<file path="config.mk">
export PLATFORM = sky130hd
export DESIGN_NAME = ps2_key_ctrl
export DESIGN_NICKNAME = d
export VERILOG_FILES = /design/src/rtl/ps2_pkg.sv /design/src/rtl/ps2_fifo.sv /design/src/rtl/ps2_key_ctrl.sv
export SDC_FILE = /design/constraint.sdc
export NUM_CORES = 1
export LEC_CHECK = 0
export ABC_AREA = 0
export CAP_MARGIN = 20
export CORE_AREA = 2 2 103 105
export DETAILED_ROUTE_END_ITERATION = 7
export DIE_AREA = 0 0 105 107
export GPL_TIMING_DRIVEN = 0
export HOLD_SLACK_MARGIN = 0.12
export PLACE_DENSITY_LB_ADDON = 0.2
export SYNTH_ARGS = -nofsm -noshare
export SYNTH_HDL_FRONTEND = slang
export SYNTH_SLANG_ARGS = --single-unit
</file>
<file path="constraint.sdc">
create_clock -name clk -period 2.6 [get_ports clk]
set_input_delay 0.65 -clock clk [delete_from_list [all_inputs] [get_ports clk]]
set_output_delay 0.65 -clock clk [all_outputs]
set_load 0.01 [all_outputs]
</file>
<file path="src/rtl/ps2_pkg.sv">
// ps2_pkg: shared PS/2 protocol constants and key-tracker state encoding
package ps2_pkg;
  localparam logic [7:0] PS2_BREAK = 8'hF0;
  localparam logic [7:0] PS2_EXT = 8'hE0;
  localparam int PS2_FRAME_BITS = 11;
  localparam logic [0:0] ST_IDLE = 1'b0;
  localparam logic [0:0] ST_BREAK = 1'b1;
endpackage

</file>
<file path="src/rtl/ps2_fifo.sv">
// ps2_fifo: byte FIFO with valid/ready pop; a push into a full FIFO without a pop is dropped and flagged sticky
module ps2_fifo #(
  parameter int DEPTH = 8
) (
  input  logic       clk,
  input  logic       rst_n,
  input  logic       push,
  input  logic [7:0] push_data,
  input  logic       pop_ready,
  output logic [7:0] data,
  output logic       valid,
  output logic       overflow
);
  localparam int AW = $clog2(DEPTH);
  localparam logic [AW:0] FULL_CNT = (AW+1)'(DEPTH);
  logic [7:0] mem_q [DEPTH];
  logic [AW-1:0] wr_ptr_q, wr_ptr_d, rd_ptr_q, rd_ptr_d;
  logic [AW:0] cnt_q, cnt_d;
  logic ovf_q, ovf_d, pop, wr;
  assign valid = cnt_q != '0;
  assign data = valid ? mem_q[rd_ptr_q] : '0;
  assign overflow = ovf_q;
  always_comb begin
    pop = valid & pop_ready;
    wr = push & ((cnt_q != FULL_CNT) | pop);
    wr_ptr_d = wr ? wr_ptr_q + AW'(1) : wr_ptr_q;
    rd_ptr_d = pop ? rd_ptr_q + AW'(1) : rd_ptr_q;
    cnt_d = cnt_q + (AW+1)'(wr) - (AW+1)'(pop);
    ovf_d = ovf_q | (push & ~wr);
  end
  always_ff @(posedge clk or negedge rst_n) begin
    if (!rst_n) begin
      wr_ptr_q <= '0;
      rd_ptr_q <= '0;
      cnt_q <= '0;
      ovf_q <= 1'b0;
      mem_q <= '{default: '0};
    end else begin
      wr_ptr_q <= wr_ptr_d;
      rd_ptr_q <= rd_ptr_d;
      cnt_q <= cnt_d;
      ovf_q <= ovf_d;
      if (wr) mem_q[wr_ptr_q] <= push_data;
    end
  end
endmodule

</file>
<file path="src/rtl/ps2_key_ctrl.sv">
// ps2_key_ctrl: PS/2 receiver, byte FIFO and key tracker; define PS2_PARITY_CHECK_EN to reject bad-parity frames
module ps2_key_ctrl
  import ps2_pkg::*;
#(
  parameter int FIFO_DEPTH = 8,
  parameter int TIMEOUT_CYCLES = 10000
) (
  input  logic       clk,
  input  logic       rst_n,
  input  logic       ps2_clk,
  input  logic       ps2_data,
  output logic [7:0] fifo_data,
  output logic       fifo_valid,
  input  logic       fifo_ready,
  output logic [7:0] key_code,
  output logic [7:0] key_count,
  output logic       key_valid,
  output logic       frame_err,
  output logic       overflow
);
  localparam int TW = $clog2(TIMEOUT_CYCLES + 1);
  localparam logic [TW-1:0] TO_LAST = TW'(TIMEOUT_CYCLES - 1);
  localparam logic [3:0] BIT_LAST = 4'(PS2_FRAME_BITS - 1);
  logic [2:0] clk_sync_q, clk_sync_d, dat_sync_q, dat_sync_d;
  logic [9:0] frame_q, frame_d;
  logic [3:0] bit_cnt_q, bit_cnt_d;
  logic [TW-1:0] to_cnt_q, to_cnt_d;
  logic [0:0] state_q, state_d;
  logic [7:0] code_q, code_d, count_q, count_d, rx_byte;
  logic [10:0] word;
  logic valid_q, valid_d, err_q, err_d;
  logic fall, done, timeout, parity_ok, accept, is_brk, is_ext, press, release_hit;
  always_comb begin
    clk_sync_d = {clk_sync_q[1:0], ps2_clk};
    dat_sync_d = {dat_sync_q[1:0], ps2_data};
    fall = clk_sync_q[2] & ~clk_sync_q[1];
    // word is the full frame as it stands after this cycle's edge: [0]=start, [8:1]=data, [9]=parity, [10]=stop
    word = {dat_sync_q[2], frame_q};
    frame_d = fall ? word[10:1] : frame_q;
    done = fall & (bit_cnt_q == BIT_LAST);
    timeout = ~fall & (bit_cnt_q != '0) & (to_cnt_q == TO_LAST);
    bit_cnt_d = (done | timeout) ? '0 : fall ? bit_cnt_q + 4'd1 : bit_cnt_q;
    to_cnt_d = (fall | timeout | (bit_cnt_q == '0)) ? '0 : to_cnt_q + TW'(1);
    rx_byte = word[8:1];
`ifdef PS2_PARITY_CHECK_EN
    parity_ok = ^word[9:1];
`else
    parity_ok = 1'b1;
`endif
    accept = done & ~word[0] & word[10] & parity_ok;
    err_d = done & ~accept;
    is_brk = rx_byte == PS2_BREAK;
    is_ext = rx_byte == PS2_EXT;
    press = accept & (state_q == ST_IDLE) & ~is_brk & ~is_ext & ~(valid_q & (rx_byte == code_q));
    release_hit = accept & (state_q == ST_BREAK) & ~is_ext & (rx_byte == code_q);
    state_d = (accept & ~is_ext) ? (((state_q == ST_IDLE) & is_brk) ? ST_BREAK : ST_IDLE) : state_q;
    code_d = press ? rx_byte : code_q;
    count_d = press ? count_q + 8'd1 : count_q;
    valid_d = press | (valid_q & ~release_hit);
  end
  always_ff @(posedge clk or negedge rst_n) begin
    if (!rst_n) begin
      clk_sync_q <= '0;
      dat_sync_q <= '0;
      frame_q <= '0;
      bit_cnt_q <= '0;
      to_cnt_q <= '0;
      state_q <= ST_IDLE;
      code_q <= '0;
      count_q <= '0;
      valid_q <= 1'b0;
      err_q <= 1'b0;
    end else begin
      clk_sync_q <= clk_sync_d;
      dat_sync_q <= dat_sync_d;
      frame_q <= frame_d;
      bit_cnt_q <= bit_cnt_d;
      to_cnt_q <= to_cnt_d;
      state_q <= state_d;
      code_q <= code_d;
      count_q <= count_d;
      valid_q <= valid_d;
      err_q <= err_d;
    end
  end
  assign key_code = code_q;
  assign key_count = count_q;
  assign key_valid = valid_q;
  assign frame_err = err_q;
  ps2_fifo #(.DEPTH(FIFO_DEPTH)) u_fifo (
    .clk(clk),
    .rst_n(rst_n),
    .push(accept),
    .push_data(rx_byte),
    .pop_ready(fifo_ready),
    .data(fifo_data),
    .valid(fifo_valid),
    .overflow(overflow)
  );
endmodule

</file>
# [After elaboration in Yosys (flattened, before gate mapping)]
# Index checks and enable logic that the tools add are counted.
[classes] add_sub_neg=7 n_bitwise=39 muxes=11 n_lt_le_gt_ge=3 n_eq_ne=6 reduce_logical=5
[ops] cell="64-bit bitwise mux" count=1
[ops] cell="8-bit 2-to-1 mux" count=4
[ops] cell="8-bit binary-select mux with 3-bit select" count=1
[ops] cell="8-bit demux with 3-bit select" count=1
[ops] cell="1-bit bitwise AND" count=21
[ops] cell="8-bit == test (second input constant)" count=2
[ops] cell="14-bit by 1-bit adder with 14-bit output (second input constant)" count=1
[ops] cell="14-bit == test (second input constant)" count=1
[ops] cell="14-bit 2-to-1 mux" count=1
[ops] cell="1-bit NOT" count=10
[ops] cell="8-bit by 1-bit adder with 8-bit output (second input constant)" count=1
[ops] cell="8-bit == test" count=1
[ops] cell="4-bit greater-or-equal comparator (second input constant)" count=2
[ops] cell="4-bit 2-to-1 mux" count=2
[ops] cell="3-bit NOT with 4-bit output" count=2
[ops] cell="4-bit nonzero test" count=2
[ops] cell="3-bit by 1-bit adder with 3-bit output (second input constant)" count=2
[ops] cell="1-bit OR" count=6
[ops] cell="4-bit by 1-bit adder with 4-bit output" count=1
[ops] cell="4-bit by 1-bit adder with 4-bit output (second input constant)" count=1
[ops] cell="4-bit == test (second input constant)" count=1
[ops] cell="4-bit logical NOT" count=1
[ops] cell="4-bit by 1-bit less-than comparator with 1-bit output (second input constant)" count=1
[ops] cell="4-bit != test (second input constant)" count=1
[ops] cell="4 further kinds" count=4
[word_totals] output_inout_bits=28 register_bits=128 elab_cells=93 input_bits=5

# [Logic depth before layout (Yosys ltp)]
[depth] ltp_word=11 mapped_depth=13 ltp_nobuf=12

# [Hierarchy]
# From an unflattened synthesis, not the netlist that was laid out.
[unflattened] cells_unflattened=455 hier_area_um2=6009.5
[by_module_without_submodules] mod="ps2_fifo" n_inst=1 cells_per_inst=261 seq_area_each_um2=1876.8 area_per_inst_um2=3636.0
[by_module_without_submodules] mod="ps2_key_ctrl" n_inst=1 cells_per_inst=194 seq_area_each_um2=1326.3 area_per_inst_um2=2373.5

# [Worst setup path before layout]
# Ideal clock, no wire load.
[synth_path] kind="reg-to-reg" start="reg u_fifo.cnt_q[1]" end="reg u_fifo.cnt_q[2]" path_stages_with_launch=13 path_buffers=1 period_less_slack_ns=2.380 setup_slack_ns=0.220 required_ns=2.477 setup_ns=0.123 arrival_time_ns=2.257 path_cell_list="dfrtp_1 nor2_1 and2_1 clkbuf_1 inv_1 nand2_1 inv_1 ha_1 inv_1 ha_1 inv_1 fa_1 xnor2_1"
[synth_via] elab_chain_len=6 word_cells_on_any_way=7 classes_between="add/sub: 2; eq/ne: 1; bitwise: 3; reduce/logical: 1"
[synth_lines] item="start: declaration" line_no="ps2_fifo.sv:18" rtl="logic [AW:0] cnt_q, cnt_d;"
[synth_lines] item="start signal: assignment" line_no="ps2_fifo.sv:41" rtl="cnt_q <= cnt_d;"
[synth_lines] item="4-bit nonzero test (*)" line_no="ps2_fifo.sv:20" rtl="assign valid = cnt_q != '0;"
[synth_lines] item="via fifo_valid" line_no="ps2_key_ctrl.sv:13" rtl="output logic fifo_valid,"
[synth_lines] item="1-bit bitwise AND (*)" line_no="ps2_fifo.sv:24" rtl="pop = valid & pop_ready;"
[synth_lines] item="via u_fifo.pop" line_no="ps2_fifo.sv:19" rtl="logic ovf_q, ovf_d, pop, wr;"
[synth_lines] item="1-bit OR" line_no="ps2_fifo.sv:25" rtl="wr = push & ((cnt_q != FULL_CNT) | pop);"
[synth_lines] item="1-bit bitwise AND" line_no="ps2_fifo.sv:25"
[synth_lines] item="4-bit by 1-bit adder with 4-bit output" line_no="ps2_fifo.sv:28" rtl="cnt_d = cnt_q + (AW+1)'(wr) - (AW+1)'(pop);"
[synth_lines] item="4-bit by 1-bit subtractor with 4-bit output (*)" line_no="ps2_fifo.sv:28"
[synth_lines] item="via u_fifo.cnt_d[2]" line_no="ps2_fifo.sv:18"
# Mark *: on every way through the listed nets, which the timed path passes. The rest lies on a longest branch.
# A chain may end at the register's enable or synchronous reset.

# [Worst setup path in the final report]
[layout_path] start="reg u_fifo.rd_ptr_q[0]" end="out fifo_data[2]"
[layout_via] elab_chain_len=5
[layout_lines] item="start: declaration" line_no="ps2_fifo.sv:17" rtl="logic [AW-1:0] wr_ptr_q, wr_ptr_d, rd_ptr_q, rd_ptr_d;"
[layout_lines] item="start signal: assignment" line_no="ps2_fifo.sv:40" rtl="rd_ptr_q <= rd_ptr_d;"
[layout_lines] item="3-bit NOT with 4-bit output (implied by the code)" line_no="ps2_fifo.sv:21" rtl="assign data = valid ? mem_q[rd_ptr_q] : '0;"
[layout_lines] item="8-bit binary-select mux with 3-bit select" line_no="ps2_fifo.sv:21"
[layout_lines] item="8-bit 2-to-1 mux (implied by the code) (2 in a row)" line_no="ps2_fifo.sv:21"
[layout_lines] item="8-bit 2-to-1 mux" line_no="ps2_fifo.sv:21"
[layout_lines] item="end: declaration" line_no="ps2_key_ctrl.sv:12" rtl="output logic [7:0] fifo_data,"
# No other way between the ends. The select of a mux whose other input is x is not followed.

==> impl_results.md <==
* Clock Tree Root: clkbuf_8
* Worst reg-to-reg setup slack at ~0.23 ns
* Vias in the first global route at around 3.8k
* Area growth syn-to-layout at 20.8%
* Synth area leader: dfrtp_1
* Gr usage total at 23.1%
* Total clock sinks at between 100 and 150
* Number of max-cap violations at 0
* Register area at 3200 µm²
* #FFs+latches synth at roughly 130
* Crit path max fanout at 5
* Reg2reg end: u_fifo.mem_q[12]
* Worst hold path cell count at 0
* FMAX at 367 MHz
* Min cycle time layout at 2.72 ns
* Gpl congestion at approximately 0.76
* WP buf/inv at 3
* Status: complete, but fails checks
* Final hold violation count at 0
* Design area at approximately 7100 µm²
* CTS max path bufs at 2
* Initial antenna violation count at 0
* Fillers at 699
* Largest net degree at the start of global routing at between 90 and 100
* Multi-input logic area at ~2500 µm²
* Place WS at -0.498 ns
* HP Start: dat_sync_q[0]
* Drt drc at 0
* Slew @ Worst Pin at around 0.85 ns
* Leading cell types in the layout, fill and taps excluded: dfrtp_1, mux2_2, nor2_1
* Worst-path cell chain: buf_6, buf_12, mux4_2, mux2i_1, nor2_1, buf_2
* Final worst setup slack at -0.123 ns
* Mapped Area at roughly 6000 µm²
* Initial DRC count at 142
* # diodes at 0
* Sequential-to-total area share from yosys stat at about 54%
* Warnings from Yosys at 0
* Final-report setup violation count at 8
* IO buf count at 32
* Max incr delay on CP at around 0.54 ns
* RR Startpoint: bit_cnt_q[0]
* Register-to-Register Path Depth at 8
* Critical path class: reg2out
* RSZ-0062 raised after global routing: true
* Top-area cell type share of the netlist area at 54.4%
* Die area at approximately 11000 µm²
* Placed Area at 6410 µm²
* Ys async rst share at 100%
* Setup crit end kind: output pin
* Worst EP arrival at slightly above 2 ns
* TritonCTS clock tree: yes
* Post-Synthesis Net Count at 454
* Most common cell after layout, fill and taps aside: dfrtp_1
* Design Power at between 6 and 7 mW
* CP max-delay cell: mux4_2
* Total congestion overflow at 0
* Most used flip-flop cell after synthesis: dfrtp_1
* H-Tree Depth at 4
* WL/cell at 18.1 µm
* Hold crit path type: reg2reg
* Fin nets at 509
* Layout Skew at ~0.0073 ns
* Core Area at between 10000 and 15000 µm²
* Chip height at about 110 µm
* WP data required at between 1.5 and 2 ns
* Hold Path Sink: dat_sync_q[1]
* P_leak at approximately 3.5 nW
* Core Rows at 37
* Via count at between 3k and 4k
* Synth area leaders: dfrtp_1, mux2_2, mux4_2
* Syn Area/Cell at about 14 µm²
* Netlist cell types at 43
* First-pass GRT wire length at a little under 20000 µm
* Final Slew Violations at 0
* CP top delay family: multiplexers
* Routed vias/inst at approximately 5.6
* Initial core utilization at 58.4%
* Max rail drop VDD at approximately 580 µV
* Slew headroom at between 40 and 50%
* Die Wd at approximately 110 µm
* Power density cells at 941 nW/µm²
* HPWL Detailed at approximately 7200 µm
* Worst-skew pair later-pin latency at roughly 0.52 ns
* Pre-antenna DRT Iters at 4
* Clock slew seen by the registers of the worst setup and hold paths at approximately 0.06 ns
* CTS Buf Count at 17
* Share of post-route cells with drive strength above 1 at a little under a third
* Final period util at 105%
* Post-synth EDFFs at 0
* Startpoint types: register
* Post-Synthesis Cells at around 440
* Antenna viol nets, final at 0
* # IOs at 33
* Total Wirelength at 11500 µm
* Failing checks: setup timing
[cell usage after synthesis (2+ instances only)]
| master | n |
|---|---|
| or3b_1 | 2 |
| xnor2_1 | 18 |
| nor3_1 | 2 |
| and4_1 | 2 |
| mux4_2 | 16 |
| mux2_4 | 8 |
| inv_1 | 13 |
| buf_1 | 2 |
| a21oi_1 | 5 |
| and3_1 | 7 |
| nor2_1 | 31 |
| nor4_1 | 3 |
| nand3_1 | 13 |
| nor3b_1 | 3 |
| a21o_1 | 2 |
| nand4_1 | 4 |
| clkbuf_1 | 15 |
| xor2_1 | 18 |
| nand2_1 | 15 |
| dfrtp_1 | 128 |
| mux2i_1 | 8 |
| buf_2 | 5 |
| nand4b_1 | 3 |
| mux2_2 | 75 |
| nor4b_1 | 2 |
| buf_6 | 2 |
| ha_1 | 13 |
| o21ai_0 | 3 |
| nand2b_1 | 2 |
| nand3b_1 | 2 |
[worst reg2reg max path, delay by kind of cell, from the launching register on]
kind                       cells  cell delay [ns]
muxes                          1             0.31
DFF                            1             0.41
buffers and inverters          3             0.49
and+or+nand+nor                3             0.88
adders and majority gates      1             0.17
[worst max path at each step]
stage	start	end	slack, ns	depth (start not counted)
after detailed placement	u_fifo.rd_ptr_q[1]	fifo_data[6]	-0.50	6
after CTS	u_fifo.rd_ptr_q[0]	fifo_data[7]	-0.17	7
after global placement	rst_n	u_fifo.mem_q[13]	-3.99	1
after floorplan	u_fifo.cnt_q[1]	u_fifo.cnt_q[2]	0.22	12
after global routing	u_fifo.rd_ptr_q[0]	fifo_data[2]	-0.21	6
final	u_fifo.rd_ptr_q[0]	fifo_data[2]	-0.12	6
[cells by family (layout without fill, tap and decap cells)]
group	Yosys count	after routing	share of synthesized area [%]
buffers and inverters	38	106	2.78
xor gates and xnor gates	36	36	5.35
AOI/OAI and AO/OA	13	13	1.40
muxes	107	107	23.9
DFF	128	128	54.4
and+or+nand+nor	99	99	9.13
adders and majority gates	14	14	3.10
[timing repair]
| action | CTS | global route |
|---|---|---|
| hold buffers | 1 | 0 |
| endpoints found under the hold margin | 32 | 0 |
| endpoints found under the setup margin | 12 | 8 |
| resized for setup | 47 | 2 |
| pin swaps | 4 | 4 |
| setup buffers | 4 | 0 |
| gates cloned | 1 | 0 |
[through the flow]
step,utilization [%],hold slack [ns],TNS [ns],instances
3_5_place_dp,63.5,0.335,-5.64,604
4_1_cts,70.7,0.348,-1.09,640
3_3_place_gp,63.2,0.332,-513.99,603
2_1_floorplan,-,0.331,0,435
5_1_grt,70.5,0.361,-1.41,639
6_report,70.5,0.347,-0.647,639
[state kept, by name (all words and copies together) (netlist names), 4 cells and up]
signal and count:
bit_cnt_q 4, frame_q 10, key_code 8, key_count 8, to_cnt_q 14, u_fifo.cnt_q 4
u_fifo.mem_q 64
[area by class of cell]
class,instances,share of cell area (%)
clock inverters,12,3.34
repair buffers,38,5.12
inverters,14,0.739
flip-flops and latches,128,45.0
plain buffers,22,1.81
multi-input cells,269,35.6
clock buffers,20,5.98
well taps,136,2.39
[layer usage]
layer	vias up	part of all wire [%]	track usage, %
li1	1649	-	-
met1	1831	44	29.3
met2	66	50	37.4
met3	26	3.1	5.47
met4	0	2.8	11.4
met5	-	0	0
[power by group]
part           switching [mW]  leakage, nW  total, mW  internal (mW)
registers               0.245         1.72       2.49           2.24
clock network           0.853        0.323       2.69           1.84
logic                   0.780         1.41       1.51          0.732
total                    1.88         3.45       6.69           4.82
Note: power is estimated with default switching activity, not from simulation.
==> edit, RTL diff (config.mk and constraints unchanged) <==
Add a define of `PS2_PARITY_CHECK_EN`.
--- a/src/rtl/ps2_key_ctrl.sv
+++ b/src/rtl/ps2_key_ctrl.sv
@@ -1,2 +1,4 @@
 // ps2_key_ctrl: PS/2 receiver, byte FIFO and key tracker; define PS2_PARITY_CHECK_EN to reject bad-parity frames
+`define PS2_PARITY_CHECK_EN
+
 module ps2_key_ctrl
Function: same outputs for any inputs over 10 cycles, from zero or initial values and one cycle with rst_n low; that may be too few to reach the edited logic, so the function may still have changed.
==> edit against the unedited design <==
  * The flow still finishes with violations (negative setup slack)
  * Final area increased by 6.9%
  * Routed wire length increased by 13%
  * Area after synthesis increased by 3.6%
  * Setup slack got worse by 0.070 ns
  * First-iteration DRC count increased by 21%
  * Sequential cell count unchanged
  * Die area unchanged
  * Via count increased by 9.6%
  * Register-to-register slack got worse by 0.21 ns
  * Total power decreased by 4.2%
  * Utilization increased by 4.8 points
  * Combinational power increased by 11%
  * Largest cell class unchanged
  * Largest power group unchanged
==> edit: results (changes against the unedited design) <==
| Metric | Value |
|---|---|
| Status | `complete, but fails checks (unchanged)` |
| Failing checks | `negative setup slack (unchanged)` |
| Layout net count | `573 (was 509)` |
| Reg2reg start | `frame_q[8] (was bit_cnt_q[0])` |
| Compound-Gate Fraction of Synth Area | `1.66% (was 1.40%)` |
| LEAKAGE | `0.00368 uW (was 0.00345 uW)` |
| Final Setup Violations | `8 (unchanged)` |
| GRT Overall Usage | `24.9% (was 23.1%)` |
| Mux cell area share after synthesis | `21.9% (was 23.9%)` |
| Reg2reg setup slack | `0.02 ns (was 0.23 ns)` |
| Worst path top cell family by delay | `multiplexers (unchanged)` |
| Crit-path max cell delay | `0.51 ns (was 0.54 ns)` |
| Synth Net Count | `495 (was 454)` |
| Synth Warn # | `0 (unchanged)` |
| Reg2Reg Depth | `8 (unchanged)` |
| Netlist cell types | `47 (was 43)` |
| Total Neg Setup Slack | `-0.923 ns (was -0.647 ns)` |
| Synth Area in XOR/XNOR | `5.68% (was 5.35%)` |
| Hold Startpoint | `dat_sync_q[0] (unchanged)` |
| Clock transition time at the flip-flop clock pins of the worst setup and hold paths | `0.06 ns (about the same)` |
| Initial antenna violation count | `0 (unchanged)` |
| Final setup skew | `0.00943 ns (was 0.00727 ns)` |
| FF-to-FF End | `u_fifo.mem_q[58] (was u_fifo.mem_q[12])` |
| Routability cong. | `0.796 (was 0.759)` |
| H-tree depth | `4 (unchanged)` |
| PnR worst setup slack | `-0.193 ns (was -0.123 ns)` |
| CP arrival | `2.14 ns (was 2.07 ns)` |
| Hold slack | `0.351 ns (was 0.347 ns)` |
| Vias in the first global route | `4,157 (was 3,784)` |
| Primary FF master, synth | `dfrtp_1 (unchanged)` |
| Inserted Diodes | `0 (unchanged)` |
| Num CTS Buffers | `17 (unchanged)` |
| Measured slew at the worst slew-check pin | `1.01 ns (was 0.852 ns)` |
| Largest net degree at the start of global routing | `102 (was 97)` |
| CP startpoint | `u_fifo.rd_ptr_q[0] (unchanged)` |
| Ys async rst share | `100% (unchanged)` |
| Root Buffer | `clkbuf_8 (unchanged)` |
| Initial DRC count | `172 (was 142)` |
| DR pass1 iterations | `5 (was 4)` |
| Hold Path Class | `reg -> reg (unchanged)` |
| Pre-CTS setup slack | `-0.728 ns (was -0.498 ns)` |
| Final HPWL DP | `7920 um (was 7250 um)` |
| Post-synthesis sequential area ratio | `52.5% (was 54.4%)` |
| Synth area leaders | `dfrtp_1, mux2_2, mux4_2 (unchanged)` |
| Vias per std cell | `5.61 (was 5.59)` |
| Adder-Cell Fraction of Synth Area | `4.02% (was 3.10%)` |
| Slew Viols, Final | `0 (unchanged)` |
| Synth top cells by count | `dfrtp_1, mux2_2, nand2_1 (was dfrtp_1, mux2_2, nor2_1)` |
| Worst vdd ir | `0.521 mV (was 0.584 mV)` |
| Hold Path Sink | `dat_sync_q[1] (unchanged)` |
| Share of layout cells above drive strength 1 | `33.1% (was 31.6%)` |
| Longest Clk Path Bufs | `2 (unchanged)` |
| Routed len/inst | `18.8 um (was 18.1 um)` |
| First-pass GRT wire length | `21,100 um (was 19,500 um)` |
[edit: worst max path at each step]
stage | depth (start not counted) | slack (ns) | endpoint
final | 6 | -0.19 | fifo_data[6]
after global placement | 1 | -4.02 | u_fifo.mem_q[15]
after CTS | 6 | -0.24 | fifo_data[6]
after detailed placement | 6 | -0.73 | fifo_data[6]
after global routing | 6 | -0.27 | fifo_data[6]
after floorplan | 7 | 0.06 | u_fifo.mem_q[24]
[edit: repair_timing]
action | 4_1_cts | 5_1_grt
gates cloned | 1 | 0
endpoints found under the setup margin | 86 | 49
hold buffers | 1 | 0
gates resized for setup | 66 | 5
endpoints found under the hold margin | 27 | 0
pin swaps | 12 | 5
setup buffers | 22 | 4
[edit: cell type report]
type                    count  area, um2
multi-input cells         300       2810
fillers                   640       2490
inverters                  21       83.8
repair buffers             61        593
plain buffers              20        153
clock inverters            12        166
flip-flops and latches    128       3200
well taps                 136        170
clock buffers              20        425
[edit: metal layers]
| layer | global-route usage [%] | wire length (um) |
|---|---|---|
| met1 | 31.8 | 5750 |
| met5 | 0 | 0 |
| met3 | 6.08 | 430 |
| met4 | 11.3 | 295 |
| met2 | 40.6 | 6610 |
[edit: cells by family after synthesis]
kind of cell    count (synthesis)
flops                         128
xor+xnor                       37
fa+ha+maj                      19
simple gates                  128
compound gates                 18
mux                            98
buf+inv                        43
[edit: stage by stage]
| stage | util, % | instances | area (um2) |
|---|---|---|---|
| 2_1_floorplan | - | 471 | 6100 |
| 3_5_place_dp | 65.6 | 640 | 6620 |
| 6_report | 75.4 | 698 | 7600 |
| 3_3_place_gp | 65.3 | 639 | 6590 |
| 4_1_cts | 74.9 | 694 | 7560 |
| 5_1_grt | 75.4 | 698 | 7600 |
[edit: report_power, final]
group | switching [uW] | internal, uW
Combinational | 861 | 814
Clock | 852 | 1550
Sequential | 170 | 2170
